[src/rtl/gate_sensor_gen.sv]
// Two-sensor parking-gate stimulus generator: drives the 4-phase Gray crossing sequence on ab_o.
// Build option: define GEN_ABORT_EN to compile in the abort/retrace (vehicle backs out) path.
module gate_sensor_gen #(
  parameter int unsigned DW_W  = 8,
  parameter int unsigned CNT_W = 8
) (
  input  logic             clk_i,
  input  logic             rst_ni,
  input  logic             req_valid_i,
  output logic             req_ready_o,
  input  logic             req_dir_i,
  input  logic [DW_W-1:0]  dwell_i,
  input  logic             abort_i,
  output logic [1:0]       ab_o,
  output logic             busy_o,
  output logic             done_o,
  output logic             aborted_o,
  output logic [CNT_W-1:0] pass_cnt_o
);

  typedef enum logic [2:0] {
    StIdle,
    StP1,
    StP2,
    StP3
`ifdef GEN_ABORT_EN
    , StRetrace
`endif
  } state_e;

  state_e           state_q, state_d;
  logic             dir_q, dir_d;
  logic [DW_W-1:0]  n_q, n_d;
  logic [DW_W-1:0]  cnt_q, cnt_d;
  logic [1:0]       ab_q, ab_d;
  logic             done_q, done_d;
  logic             aborted_q, aborted_d;
  logic [CNT_W-1:0] pass_cnt_q, pass_cnt_d;
  logic             phase_end;

`ifndef GEN_ABORT_EN
  logic unused_abort;
  assign unused_abort = abort_i;
`endif

  // Entry sequence is the exit sequence with the two sensor bits swapped.
  function automatic logic [1:0] phase_code(input logic dir, input logic [1:0] idx);
    logic [1:0] c;
    case (idx)
      2'd1:    c = 2'b01;
      2'd2:    c = 2'b11;
      2'd3:    c = 2'b10;
      default: c = 2'b00;
    endcase
    return dir ? {c[0], c[1]} : c;
  endfunction

  always_ff @(posedge clk_i or negedge rst_ni) begin
    if (!rst_ni) begin
      state_q    <= StIdle;
      dir_q      <= 1'b0;
      n_q        <= DW_W'(1);
      cnt_q      <= DW_W'(1);
      ab_q       <= 2'b00;
      done_q     <= 1'b0;
      aborted_q  <= 1'b0;
      pass_cnt_q <= '0;
    end else begin
      state_q    <= state_d;
      dir_q      <= dir_d;
      n_q        <= n_d;
      cnt_q      <= cnt_d;
      ab_q       <= ab_d;
      done_q     <= done_d;
      aborted_q  <= aborted_d;
      pass_cnt_q <= pass_cnt_d;
    end
  end

  assign phase_end = (cnt_q == n_q);

  always_comb begin
    state_d    = state_q;
    dir_d      = dir_q;
    n_d        = n_q;
    cnt_d      = cnt_q;
    ab_d       = ab_q;
    done_d     = 1'b0;
    aborted_d  = 1'b0;
    pass_cnt_d = pass_cnt_q;
    case (state_q)
      StIdle: begin
        if (req_valid_i) begin
          state_d = StP1;
          dir_d   = req_dir_i;
          n_d     = (dwell_i == '0) ? DW_W'(1) : dwell_i;
          cnt_d   = DW_W'(1);
          ab_d    = phase_code(req_dir_i, 2'd1);
        end
      end
      StP1, StP2, StP3: begin
        if (phase_end) begin
          cnt_d = DW_W'(1);
          case (state_q)
            StP1: begin
              state_d = StP2;
              ab_d    = phase_code(dir_q, 2'd2);
            end
            StP2: begin
              state_d = StP3;
              ab_d    = phase_code(dir_q, 2'd3);
            end
            default: begin
              state_d    = StIdle;
              ab_d       = 2'b00;
              done_d     = 1'b1;
              pass_cnt_d = pass_cnt_q + CNT_W'(1);
            end
          endcase
        end else begin
          cnt_d = cnt_q + DW_W'(1);
        end
`ifdef GEN_ABORT_EN
        // Abort overrides any phase advance made above, including completion out of P3.
        if (abort_i) begin
          cnt_d      = DW_W'(1);
          done_d     = 1'b0;
          pass_cnt_d = pass_cnt_q;
          if (state_q == StP1) begin
            state_d   = StIdle;
            ab_d      = 2'b00;
            aborted_d = 1'b1;
          end else begin
            state_d = StRetrace;
            ab_d    = phase_code(dir_q, (state_q == StP3) ? 2'd2 : 2'd1);
          end
        end
`endif
      end
`ifdef GEN_ABORT_EN
      StRetrace: begin
        if (phase_end) begin
          cnt_d = DW_W'(1);
          // 11 is only ever the retraced P2 code; anything else is the retraced P1 code.
          if (ab_q == 2'b11) begin
            ab_d = phase_code(dir_q, 2'd1);
          end else begin
            state_d   = StIdle;
            ab_d      = 2'b00;
            aborted_d = 1'b1;
          end
        end else begin
          cnt_d = cnt_q + DW_W'(1);
        end
      end
`endif
      default: state_d = StIdle;
    endcase
  end

  always_comb begin
    req_ready_o = (state_q == StIdle);
    busy_o      = (state_q != StIdle);
    ab_o        = ab_q;
    done_o      = done_q;
    aborted_o   = aborted_q;
    pass_cnt_o  = pass_cnt_q;
  end

endmodule
[config.mk]
export PLATFORM = sky130hd
export DESIGN_NAME = gate_sensor_gen
export DESIGN_NICKNAME = d
export VERILOG_FILES = /design/src/rtl/gate_sensor_gen.sv
export SDC_FILE = /design/constraint.sdc
export NUM_CORES = 1
export LEC_CHECK = 0
export ABC_AREA = 0
export CORE_MARGIN = 10
export CORE_UTILIZATION = 52
export DETAILED_ROUTE_END_ITERATION = 6
export PLACE_DENSITY = 0.79
export SLEW_MARGIN = 40
export SYNTH_ARGS = -nofsm -noshare
export SYNTH_HDL_FRONTEND = slang
export SYNTH_SLANG_ARGS = --single-unit
[constraint.sdc]
create_clock -name clk_i -period 2.1 [get_ports clk_i]
set_input_delay 0.63 -clock clk_i [delete_from_list [all_inputs] [get_ports clk_i]]
set_output_delay 0.63 -clock clk_i [all_outputs]
set_load 0.02 [all_outputs]
**Word level (Yosys, flattened, before mapping)**

Index checks and enable logic that the tools add are counted.

- Register bits after elaboration: 31
- Latch bits: 0
- RAM bits: 0
- ROM bits: 0
- Memories kept: 0

- Add/subtract/negate cells: 2
- Multipliers: 0
- Div/mod/pow operators: 0
- Order comparisons: 0
- Eq/ne operators: 6
- Shift operators: 0
- Mux-type cells: 17
- Bitwise operators: 1
- Reductions and logical operators: 11

Operators with widths:

| cell | number |
|---|---|
| $mux 8 | 3 |
| $add 8x1->8 const B | 2 |
| $pmux 8 s2 | 1 |
| $pmux 2 s2 | 3 |
| $eq 8x8->1 | 1 |
| $logic_not 8->1 | 1 |
| $mux 2 | 4 |
| $eq 3x2->1 const B | 2 |
| $mux 3 | 2 |
| $pmux 3 s2 | 1 |
| $reduce_and 2->1 | 3 |
| $reduce_and 3->1 | 2 |
| $ne 2x2->1 const B | 2 |
| $eq 3x1->1 const B | 1 |
| $logic_not 3->1 | 1 |
| $mux 1 | 3 |
| $reduce_bool 3->1 | 1 |
| $reduce_or 3->1 | 1 |
| $reduce_bool 2->1 | 1 |
| $reduce_or 2->1 | 1 |
| $not 1->1 | 1 |

**Depth between registers and ports, before layout**

- Word-level depth: 5
- Gate-level depth with buffers: 8

**Worst setup path after synthesis**

Ideal clock, no wire load.

- Path type: register to register
- From: reg state_q[0]
- To: reg cnt_q[5]
- Data arrival time: 1.822 ns
- Required time: 1.970 ns
- Slack: 0.148 ns
- Cell stages (with the launch flop): 9
- Cell sequence: dfrtp_1 -> inv_1 -> ha_1 -> and2_1 -> clkbuf_1 -> o21ai_0 -> nor2_1 -> xnor2_1 -> nor2_1

- Elaborated cells between the ends (all ways): 9
- Those cells by class: eq/ne: 4; mux: 1; reduce/logical: 4

RTL lines:

| element | line | RTL |
|---|---|---|
| from (decl) | 31 | `state_e state_q, state_d;` |
| from (signal assigned) | 60 | `state_q <= StIdle;` |
| from (signal assigned) | 69 | `state_q <= state_d;` |
| $logic_not 3->1 (*) | -- |  |
| net req_ready_o | 10 | `output logic req_ready_o,` |
| $ne 2x2->1 (no line) / $reduce_bool 2->1 (equally long branches) | -- |  |
| $reduce_and 2->1 (no line) | -- |  |
| to (signal assigned) | 72 | `cnt_q <= cnt_d;` |
| to (decl) | 34 | `logic [DW_W-1:0] cnt_q, cnt_d;` |

Mark *: on every way through the listed nets, which the timed path passes. The rest lies on a longest branch.
A chain may end at the register's enable or synchronous reset.

**Final worst setup path**

- From: reg pass_cnt_q[2], in the netlist pass_cnt_o[2]
- To: out pass_cnt_o[2]

RTL lines:

| element | line | RTL |
|---|---|---|
| from (decl) | 38 | `logic [CNT_W-1:0] pass_cnt_q, pass_cnt_d;` |
| from (signal assigned) | 76 | `pass_cnt_q <= pass_cnt_d;` |
| to (decl) | 18 | `output logic [CNT_W-1:0] pass_cnt_o` |

No word-level cell between the ends.

==> flow_summary.ini <==
[power_and_ir_drop]
power.leakage_nw = 0.9269
swShare = 0.3922
peakVddDrop_v = 0.0008632
p_seq_frac = 0.396
p_per_area_mw_per_mm2 = 1245
p_comb_frac = 0.470
p_sw_mw = 0.9372
p_total_mw = 2.389
clkPwrFrac = 0.134
internal_power_mw = 1.452

[routing]
wl_um = 3275
drc = 0
firstDrtPassIters = 4
vias = 1173
drt_iter0_markers = 86
antenna_left = 0
wire_per_inst_um = 15.23
viasPerCell = 5.456

[sta]
max_freq_mhz = 495.3
hold_viol = 0
final-max-slew-violation-count = 0
max_slew_margin = 0.6619
worst_slew_pin_slew_ns = 0.5018
finalCriticalPeriod_ns = 2.019
fin_tns_setup_ns = 0
clock_skew_ns = 0.008680
finalCritPeriodShare = 0.9614
hold_ws_ns = 0.4839
setup_viol = 0
rsz0062_at_grt = no

[die]
num_rows = 19
start_util = 0.5520
dieArea_mm2 = 0.005526
io_pins = 27
die_height_um = 74.34
core_mm2 = 0.002781
die_w_um = 74.34

[clocking]
cts_made_buffers = 5
clockBufferDepth = 2
tritoncts = built
clock_sinks = 30
clock-root-buffer = clkbuf_4
post_cts_buffers = 0
insertion_delay_ns = 0.33
htree_levels = 2
cts.reportedPaths.clkPinSlew_ns = 0.09

[place]
gp_congestion = 0.8373
hpwlAfterDp_um = 2557
portBuffers = 24
placed_cells = 207

[synthesis]
synth.distinct_cells = 32
syn-cell-area_mm2 = 0.001535
ys_ff_latch = 30
synth_nets = 166
syn_inst = 146
yosysWarnings = 0
yosysSeqAreaShare = 0.4906
avgSynthCellArea_um2 = 10.52

[cells_and_area]
mostFrequentLayoutCells = 28 x dfrtp_1, 19 x clkdlybuf4s50_1, 14 x nand2_1
antenna-diode-count = 0
synthToLayoutAreaGrowth_pct = 25.02
n_fill_cell = 212
drive_gt1_frac = 0.1685
layout.nets = 203
final_common_cell = dfrtp_1
finalNonFillerCells = 215
finalCoreUtilization = 0.6901

[global_route]
overflow = 0
track_usage = 0.1302
grt_pass1_vias = 1220
grt_max_degree = 31
antenna_found_initial = 0
grt_pass1_wl_um = 5547

[worst_setup_path]
cp_num_buf_inv = 1
cpLargestDelayFamily = buffers and inverters
cp_data_arrival_time_ns = 1.39
required_ns = 1.47
cp_max_fo = 4
end_kind = output port
cp-startpoint = pass_cnt_o[2]$_DFFE_PN0P_
path_cells = clkdlybuf4s50_1
reg2reg_from = cnt_q[0]$_DFFE_PN1P_
worstSetupPathType = flop to output port
slowest_delay_ns = 0.64
slowest_stage = clkdlybuf4s50_1
start_kind = flop

[run]
drv_cap = 0

[hold_path]
min_path_type = flop to flop
min_from = pass_cnt_o[7]$_DFFE_PN0P_

[status]
status = complete, no violations
metrics by stage:
stage / worst slack (ns) / instance area (um2)
global placement: 0.007545 / 1866
floorplan: 0.1477 / 1535
finish: 0.08105 / 1919
global route: 0.01178 / 1919
CTS: 0.005613 / 1914
detailed placement: -0.01711 / 1866
state kept, by name (all words and copies together) (netlist names):
name	flops
pass_cnt_o	8
state_q	2
ab_o	2
n_q	8
cnt_q	8
dir_q	1
done_o	1
repair_timing:
| action | 4_1_cts | 5_1_grt |
|---|---|---|
| gates resized for setup | 2 | 6 |
| hold buffers | 0 | 0 |
| gates cloned | 0 | 0 |
| setup endpoints to repair | 2 | 5 |
cells by family after synthesis:
group	share of synthesized area
flip-flops	0.4906
XOR/XNOR	0.1027
AO/OA/AOI/OAI	0.08395
buffers and inverters	0.02771
adder cells (fa/ha/maj)	0.05705
other	0.002443
multiplexers	0.08313
AND/OR/NAND/NOR	0.1524
metal layers:
metal	global-route usage	wire, um	up-vias
met2	0.2102	1636	29
met1	0.1408	1330	560
met4	0.05894	74	0
li1	-	-	575
met3	0.06516	233	9
met5	0	0	-
final timing paths:
path / to / slack [ns] / cells past startpoint
setup / recovery: pass_cnt_o[2] / 0.08 / 1
hold / removal: pass_cnt_o[7]$_DFFE_PN0P_ / 0.48 / 1
setup reg to reg: pass_cnt_o[1]$_DFFE_PN0P_ / 0.12 / 5
hold reg to reg: pass_cnt_o[7]$_DFFE_PN0P_ / 0.48 / 1
max in group asynchronous: n_q[0]$_DFFE_PN1P_ / 1.11 / 2
min in group asynchronous: n_q[3]$_DFFE_PN0P_ / 0.68 / 2
cell type report:
class / count / area (um2) / area share
well taps: 31 / 38.79 / 0.02021
inverters: 7 / 26.28 / 0.01369
clock buffers: 6 / 41.29 / 0.02151
multi-input cells: 106 / 739.5 / 0.3853
repair buffers: 33 / 310.3 / 0.1617
clock inverters: 2 / 10.01 / 0.005215
flip-flops and latches: 30 / 753.2 / 0.3924
Yosys cell counts (all sizes together):
cell type   n  area share
a21o        1      0.0049
a21oi       5       0.016
a22o        2       0.011
a2bb2oi     1      0.0057
and2        1      0.0041
and3        2      0.0081
and4        1      0.0057
buf         2      0.0081
clkbuf      1      0.0024
conb        1      0.0024
dfrtp      28        0.46
dfstp       2       0.034
ha          7       0.057
inv         7       0.017
mux2       11       0.083
nand2      14       0.034
nand3       5       0.016
nand4       3       0.012
nor2       12       0.029
nor2b       1      0.0041
nor3        2      0.0065
nor4        5       0.020
o21a        2      0.0098
o21ai       8       0.026
o22ai       1      0.0041
o311ai      1      0.0057
or2         1      0.0041
or3         1      0.0073
xnor2      12       0.068
xor2        6       0.034
power by group through the flow:
stage               Combinational (mW)  Clock [mW]  Sequential, mW
global placement                  1.10           0           0.945
global route                      1.26       0.359           0.975
floorplan                        0.756           0           0.937
finish                            1.12       0.320           0.946
CTS                               1.13       0.328           0.945
detailed placement                1.14           0           0.958
(Power assumes the default switching activity.)
